`src/rtl/clint_ctrl.sv`:
```
// Core-local trap controller: detects ECALL/EBREAK/MRET/async interrupts and sequences CSR writes + redirect.
// Latency: detect in cycle N, trap redirect at N+4, mret redirect at N+2; outputs registered.
// Backpressure: stalls the pipeline via hold_flag_o from detection until the cycle after the redirect strobe.
module clint_ctrl #(
  parameter int INT_W  = 8,
  parameter int ADDR_W = 32
) (
  input  logic              clk,
  input  logic              rstn,
  input  logic [INT_W-1:0]  int_flag_i,
  input  logic [31:0]       inst_i,
  input  logic [ADDR_W-1:0] inst_addr_i,
  input  logic              jump_flag_i,
  input  logic [ADDR_W-1:0] jump_addr_i,
  input  logic [ADDR_W-1:0] csr_mtvec_i,
  input  logic [ADDR_W-1:0] csr_mepc_i,
  input  logic [31:0]       csr_mstatus_i,
  input  logic              global_int_en_i,
  output logic              hold_flag_o,
  output logic              we_o,
  output logic [31:0]       waddr_o,
  output logic [31:0]       data_o,
  output logic              int_assert_o,
  output logic [ADDR_W-1:0] int_addr_o
);

  localparam logic [31:0] INST_ECALL  = 32'h0000_0073;
  localparam logic [31:0] INST_EBREAK = 32'h0010_0073;
  localparam logic [31:0] INST_MRET   = 32'h3020_0073;

  localparam logic [31:0] CSR_MSTATUS = 32'h0000_0300;
  localparam logic [31:0] CSR_MEPC    = 32'h0000_0341;
  localparam logic [31:0] CSR_MCAUSE  = 32'h0000_0342;

  localparam logic [31:0] CAUSE_ECALL  = 32'd11;
  localparam logic [31:0] CAUSE_EBREAK = 32'd3;
  localparam logic [31:0] CAUSE_TIMER  = 32'h8000_0007;
  localparam logic [31:0] CAUSE_EXT    = 32'h8000_000B;

  typedef enum logic [2:0] {
    S_IDLE,
    S_W_MEPC,
    S_W_MSTATUS,
    S_W_MCAUSE,
    S_ASSERT,
    S_W_MSTATUS_MRET,
    S_ASSERT_MRET
  } state_t;

  state_t            state_q, state_d;
  logic [31:0]       cause_q, cause_d;
  logic [ADDR_W-1:0] pc_q, pc_d;

  logic              we_d;
  logic [31:0]       waddr_d;
  logic [31:0]       data_d;
  logic              int_assert_d;
  logic [ADDR_W-1:0] int_addr_d;

  logic        is_ecall, is_ebreak, is_sync, is_mret, is_async, take;
  logic [31:0] mst_trap, mst_mret;

  assign is_ecall  = (inst_i == INST_ECALL);
  assign is_ebreak = (inst_i == INST_EBREAK);
  assign is_sync   = is_ecall | is_ebreak;
  assign is_mret   = (inst_i == INST_MRET);
  assign is_async  = (|int_flag_i) & global_int_en_i;
  assign take      = is_sync | is_mret | is_async;

  // Trap entry: MPIE takes MIE, MIE cleared. Return: MIE takes MPIE, MPIE set.
  assign mst_trap = {csr_mstatus_i[31:8], csr_mstatus_i[3], csr_mstatus_i[6:4], 1'b0, csr_mstatus_i[2:0]};
  assign mst_mret = {csr_mstatus_i[31:8], 1'b1, csr_mstatus_i[6:4], csr_mstatus_i[7], csr_mstatus_i[2:0]};

  // Stall as soon as a request is seen in IDLE and for the whole sequence.
  assign hold_flag_o = (state_q != S_IDLE) | take;

  // Next state, cause/pc capture and next registered outputs (keyed on the state being entered).
  always_comb begin
    state_d      = state_q;
    cause_d      = cause_q;
    pc_d         = pc_q;
    we_d         = 1'b0;
    waddr_d      = '0;
    data_d       = '0;
    int_assert_d = 1'b0;
    int_addr_d   = '0;

    unique case (state_q)
      S_IDLE: begin
        if (is_sync) begin
          state_d = S_W_MEPC;
          cause_d = is_ecall ? CAUSE_ECALL : CAUSE_EBREAK;
          pc_d    = inst_addr_i;
        end else if (is_mret) begin
          state_d = S_W_MSTATUS_MRET;
        end else if (is_async) begin
          state_d = S_W_MEPC;
          cause_d = int_flag_i[0] ? CAUSE_TIMER : CAUSE_EXT;
          // A jump resolving in execute means inst_addr_i is a squashed slot.
          pc_d    = jump_flag_i ? jump_addr_i : inst_addr_i;
        end
      end
      S_W_MEPC:         state_d = S_W_MSTATUS;
      S_W_MSTATUS:      state_d = S_W_MCAUSE;
      S_W_MCAUSE:       state_d = S_ASSERT;
      S_ASSERT:         state_d = S_IDLE;
      S_W_MSTATUS_MRET: state_d = S_ASSERT_MRET;
      S_ASSERT_MRET:    state_d = S_IDLE;
      default:          state_d = S_IDLE;
    endcase

    unique case (state_d)
      S_W_MEPC: begin
        we_d    = 1'b1;
        waddr_d = CSR_MEPC;
        data_d  = 32'(pc_d);
      end
      S_W_MSTATUS: begin
        we_d    = 1'b1;
        waddr_d = CSR_MSTATUS;
        data_d  = mst_trap;
      end
      S_W_MCAUSE: begin
        we_d    = 1'b1;
        waddr_d = CSR_MCAUSE;
        data_d  = cause_q;
      end
      S_ASSERT: begin
        int_assert_d = 1'b1;
        int_addr_d   = csr_mtvec_i;
      end
      S_W_MSTATUS_MRET: begin
        we_d    = 1'b1;
        waddr_d = CSR_MSTATUS;
        data_d  = mst_mret;
      end
      S_ASSERT_MRET: begin
        int_assert_d = 1'b1;
        int_addr_d   = csr_mepc_i;
      end
      default: ;
    endcase
  end

  // State register plus latched trap cause and return pc.
  always_ff @(posedge clk or negedge rstn) begin
    if (!rstn) begin
      state_q <= S_IDLE;
      cause_q <= '0;
      pc_q    <= '0;
    end else begin
      state_q <= state_d;
      cause_q <= cause_d;
      pc_q    <= pc_d;
    end
  end

  // Registered CSR write port and redirect outputs.
  always_ff @(posedge clk or negedge rstn) begin
    if (!rstn) begin
      we_o         <= 1'b0;
      waddr_o      <= '0;
      data_o       <= '0;
      int_assert_o <= 1'b0;
      int_addr_o   <= '0;
    end else begin
      we_o         <= we_d;
      waddr_o      <= waddr_d;
      data_o       <= data_d;
      int_assert_o <= int_assert_d;
      int_addr_o   <= int_addr_d;
    end
  end

endmodule

```
`config.mk`:
```
export PLATFORM = sky130hd
export DESIGN_NAME = clint_ctrl
export DESIGN_NICKNAME = d
export VERILOG_FILES = /design/src/rtl/clint_ctrl.sv
export SDC_FILE = /design/constraint.sdc
export NUM_CORES = 1
export LEC_CHECK = 0
export ABC_CLOCK_PERIOD_IN_PS = 5000
export CAP_MARGIN = 20
export CORE_AREA = 2 2 119 121
export DETAILED_ROUTE_END_ITERATION = 8
export DIE_AREA = 0 0 121 123
export GPL_TIMING_DRIVEN = 0
export HOLD_SLACK_MARGIN = 0.05
export PLACE_DENSITY = 0.69
export SLEW_MARGIN = 20
export SYNTH_ARGS = -nofsm -noshare
export SYNTH_HDL_FRONTEND = slang
export SYNTH_SLANG_ARGS = --single-unit
```
`constraint.sdc`:
```
create_clock -name clk -period 5 [get_ports clk]
set_clock_uncertainty 0.15 [all_clocks]
set_input_delay 1.25 -clock clk [delete_from_list [all_inputs] [get_ports clk]]
set_output_delay 1.25 -clock clk [all_outputs]
set_load 0.03 [all_outputs]
```
---- Word level (Yosys, flattened, before mapping) ----
Cells that the tools add are included.
word-level totals
  output and inout bits ................... 99
  input port bits ......................... 204
  register bits ........................... 165
  logic and storage cells ................. 54
operators by class
  multiplexer cells ....................... 19
  reductions and logical operators ........ 8
  eq/ne operators ......................... 14
  bitwise logic cells ..................... 5
operators by type and width
  operator                                                count
  2-to-1 mux 32 bit                                       8
  case mux 32 bit (4 select lines)                        1
  case mux 32 bit (2 select lines)                        1
  equality test 32 x 21 -> 1 bit (second input constant)  1
  equality test 32 x 30 -> 1 bit (second input constant)  1
  equality test 32 x 7 -> 1 bit (second input constant)   1
  case mux 10 bit (3 select lines)                        1
  case mux 3 bit (5 select lines)                         1
  equality test 3 x 2 -> 1 bit (second input constant)    4
  equality test 3 bit (second input constant)             4
  2-to-1 mux 3 bit                                        3
  2-to-1 mux 4 bit                                        2
  OR reduction 8 bit                                      1
  equality test 3 x 1 -> 1 bit (second input constant)    2
  OR 1 bit                                                4
  OR reduction 2 bit                                      2
  OR reduction 4 bit                                      1
  logical NOT 3 bit                                       1
  AND reduction 3 bit                                     1
  nonzero test 3 bit                                      1
  2-to-1 mux 1 bit                                        2
  inequality test 2 bit (second input constant)           1
  nonzero test 2 bit                                      1
  AND 1 bit                                               1

---- Depth between registers and ports, before layout ----
  word-level depth ........................ 9
  mapped depth ............................ 8
  gate-level depth less buffers ........... 7

---- Worst setup path after synthesis ----
Ideal clock, no wire load.
  kind .................................... input -> output
  start point ............................. input port inst_i[3]
  end point ............................... output port hold_flag_o
  arrival time ............................ 2.394 ns
  setup slack ............................. 1.206 ns
  path buffers ............................ 0
  stages on the path ...................... 4
  data required time ...................... 3.600 ns
  cell sequence ........................... nor4b_4 -> nand4_4 -> o31ai_4 -> nand2b_1
on the way
  longest elaborated chain between the ends .. 5
  elaborated cells between the ends (all ways) .. 7
  those cells by class .................... eq/ne (3); bitwise (4)
RTL lines
  what                                                                             RTL line  source
  start, declared                                                                  11        input logic [31:0] inst_i,
  equality test 32 x 7 -> 1 bit or equality test 32 x 21 -> 1 bit (tied branches)  63, 64
  OR 1 bit                                                                         65        assign is_sync = is_ecall | is_ebreak;
  OR 1 bit * (2 in series)                                                         68        assign take = is_sync | is_mret | is_async;
  OR 1 bit *                                                                       75        assign hold_flag_o = (state_q != S_IDLE) | take;
  end, declared                                                                    19        output logic hold_flag_o,
Mark *: on every way between the ends. The rest lies on a longest branch, timed or not.

---- Final worst setup path ----
Same ends and word-level chain as after synthesis.

==> results <==
## metal layers
| layer | GRT usage, % | share of wire [%] | up-vias | wire, um |
|---|---|---|---|---|
| met3 | 4.80 | 9.1 | 16 | 1230 |
| met5 | 0 | 0 | - | 0 |
| met4 | 6.32 | 1.8 | 0 | 243 |
| met1 | 19.6 | 38 | 1670 | 5110 |
| met2 | 31.2 | 51 | 215 | 6910 |
| li1 | - | - | 1673 | - |
## flip-flops by register name (all words and copies together), names as in the netlist
name	count
pc_q	1
cause_q	4
int_addr_o	32
state_q	3
int_assert_o	1
data_o	32
waddr_o	4
## how the worst max path moves through the flow
stage                     cells past startpoint      start  slack [ns]                    to
after floorplan                               4  inst_i[3]        1.21           hold_flag_o
final                                         6  inst_i[3]        0.11           hold_flag_o
after global placement                        1       rstn       -0.13  waddr_o[0]$_DFF_PN0_
after global routing                          6  inst_i[3]       0.008           hold_flag_o
after detailed placement                      6  inst_i[3]        0.09           hold_flag_o
after CTS                                     6  inst_i[3]        0.09           hold_flag_o
## report_power, final
group	leakage, nW	switching, mW	internal (mW)	total, mW
sequential	1.01	0.0786	0.839	0.918
clock	0.155	0.261	0.442	0.703
combinational	1.97	0.904	0.767	1.67
total	3.14	1.24	2.05	3.29
## layout make-up
cell class                 instances  area [um^2]
inverter                           4         15.0
sequential                        77         1930
clock buffer                      10          229
tap                              180          225
clock inverter                     6         96.3
multi-input combinational        194         1550
timing repair buffer             276         2770
fill                            1193         6480
buffer                            46          324
## cell usage in the layout, fill, tap and decap left out, types with 4 or more instances in the layout
cell type	instances
buf_4	34
mux2i_1	7
and2_1	21
nor3_1	4
buf_2	4
conb_1	27
nand2_1	8
nor2_1	13
clkbuf_1	7
clkdlybuf4s50_1	274
a221o_1	25
a21o_1	6
nand2b_1	4
clkbuf_16	9
dfrtp_1	77
a22o_1	37
## cells by family after synthesis
group / Yosys count / share of synthesized area, %
flip-flops: 77 / 52.3
AND/OR/NAND/NOR: 77 / 15.3
buffers and inverters: 50 / 9.20
AO/OA/AOI/OAI: 83 / 21.2
other: 1 / 0.102
multiplexers: 7 / 1.90
==> flow_summary.toml <==
[clock_tree]
clock_latency_ns = 0.32
cts_tree = "yes"
root_buffer = "clkbuf_16"
cts_max_level = 3
post-cts-setup-buffers = 0
cts_buffers = 9
hold_buffers = 0
clk_pin_slew_worst_paths_ns = 0.06
cts_sinks = 77
cts_buffer_depth = 2
ctsResizeCount = 0

[routing]
first_pass_iters = 4
viasPerCell = 4.51
via_count = 3574
drc = 0
ant_nets = 0
drt_wl_total_mm = 13.5
drt_iter0_drc = 129
wl_per_cell_um = 17.0

[worst_setup_path]
critPathCaptureType = "primary output"
max_stage_delay_ns = 0.67
cp_slowest_cell = "clkdlybuf4s50_1"
crit_required_ns = 3.60
cpMostUsedCell = "clkdlybuf4s50_1"
r2r-start = "state_q[1]$_DFF_PN0_"
worstPathCellList = "clkdlybuf4s50_1 -> nor4b_4 -> nand4_4 -> o31ai_4 -> nand2b_1 -> clkdlybuf4s50_1"
reg2regPathDepth = 8
r2r-end = "data_o[1]$_DFF_PN0_"
cp-start-kind = "input port"
crit_fanout = 7
cp_num_buf_inv = 2
critical_path.top_delay_family = "buffers and inverters"
arrival_ns = 3.49
worstSetupPathType = "in2out"
rrSetupSlack_ns = 2.68

[global_routing]
grt_max_degree = 45
grt_pass1_vias = 3709
grt_overflow_total = 0
grt_usage_pct = 17.3
grt_pass1_wl_mm = 19.5
antenna_found_initial = 0

[yosys]
yosys_warnings = 0
synth_enable_flop_cells = 0
synth_most_common_cell = "dfrtp_1"
yosysTopAreaCellShare_pct = 52.3
synthCells = 295
ys_seq_elements = 77
synth_top_area_cell = "dfrtp_1"
ys_top_cells_by_count = "dfrtp_1, a22o_1, buf_4, a221o_1, and2_1"
postSynthAreaPerCell_um2 = 12.5
syn-cell-area_um2 = 3690
synthTopCellsByArea = "dfrtp_1, a22o_1, a221o_1"
synth.distinct_cells = 49
synth_ff_type = "dfrtp_1"
synthArstFlopShare_pct = 100
seq_area_frac_synth_pct = 52.3

[timing]
drv_slew = 0
finalCriticalPeriod_ns = 4.89
rsz0062_at_grt = "no"
timing.setup.tns_ns = 0
hold_viol_final = 0
final.setup.worst_slack_ns = 0.110
holdWs_ns = 0.348
setup_viol_count_final = 0
fmax_mhz = 205
min_period_over_period_pct = 97.8

[placement]
dp.cells = 777
dpl.hpwl_mm = 11.0
post-place-ws_ns = 0.0884
placed_area_um2 = 6780
gp_congestion = 0.778
port-buffer-count = 275

[run]
drv_cap = 0

[pwr]
p_leak_nw = 3.14
power.total_mw = 3.29
power_density_nw_per_um2 = 462
peakVddDrop_v = 0.000165

[hold_path]
min_path_type = "reg2reg"
worstHoldPathCells = 1
min_to = "cause_q[1]$_DFFE_PN0P_"
hp-start = "cause_q[1]$_DFFE_PN0P_"

[layout]
drive_above_1_share_pct = 13.4
antenna_cells = 0
final_core_util_pct = 52.4
nNetsFinal = 812
layout.cells.non_filler = 793
area_delta_synth_final_pct = 93.4
final_area_um2 = 7130

[die]
core_um2 = 13600
num_rows = 43
io_pins = 303
initial_core_util_pct = 27.1
die_height_um = 123
dieWidth_um = 121
dieArea_um2 = 14900

[run_status]
status = "finished, final reports clean"
(Power assumes the default switching activity.)
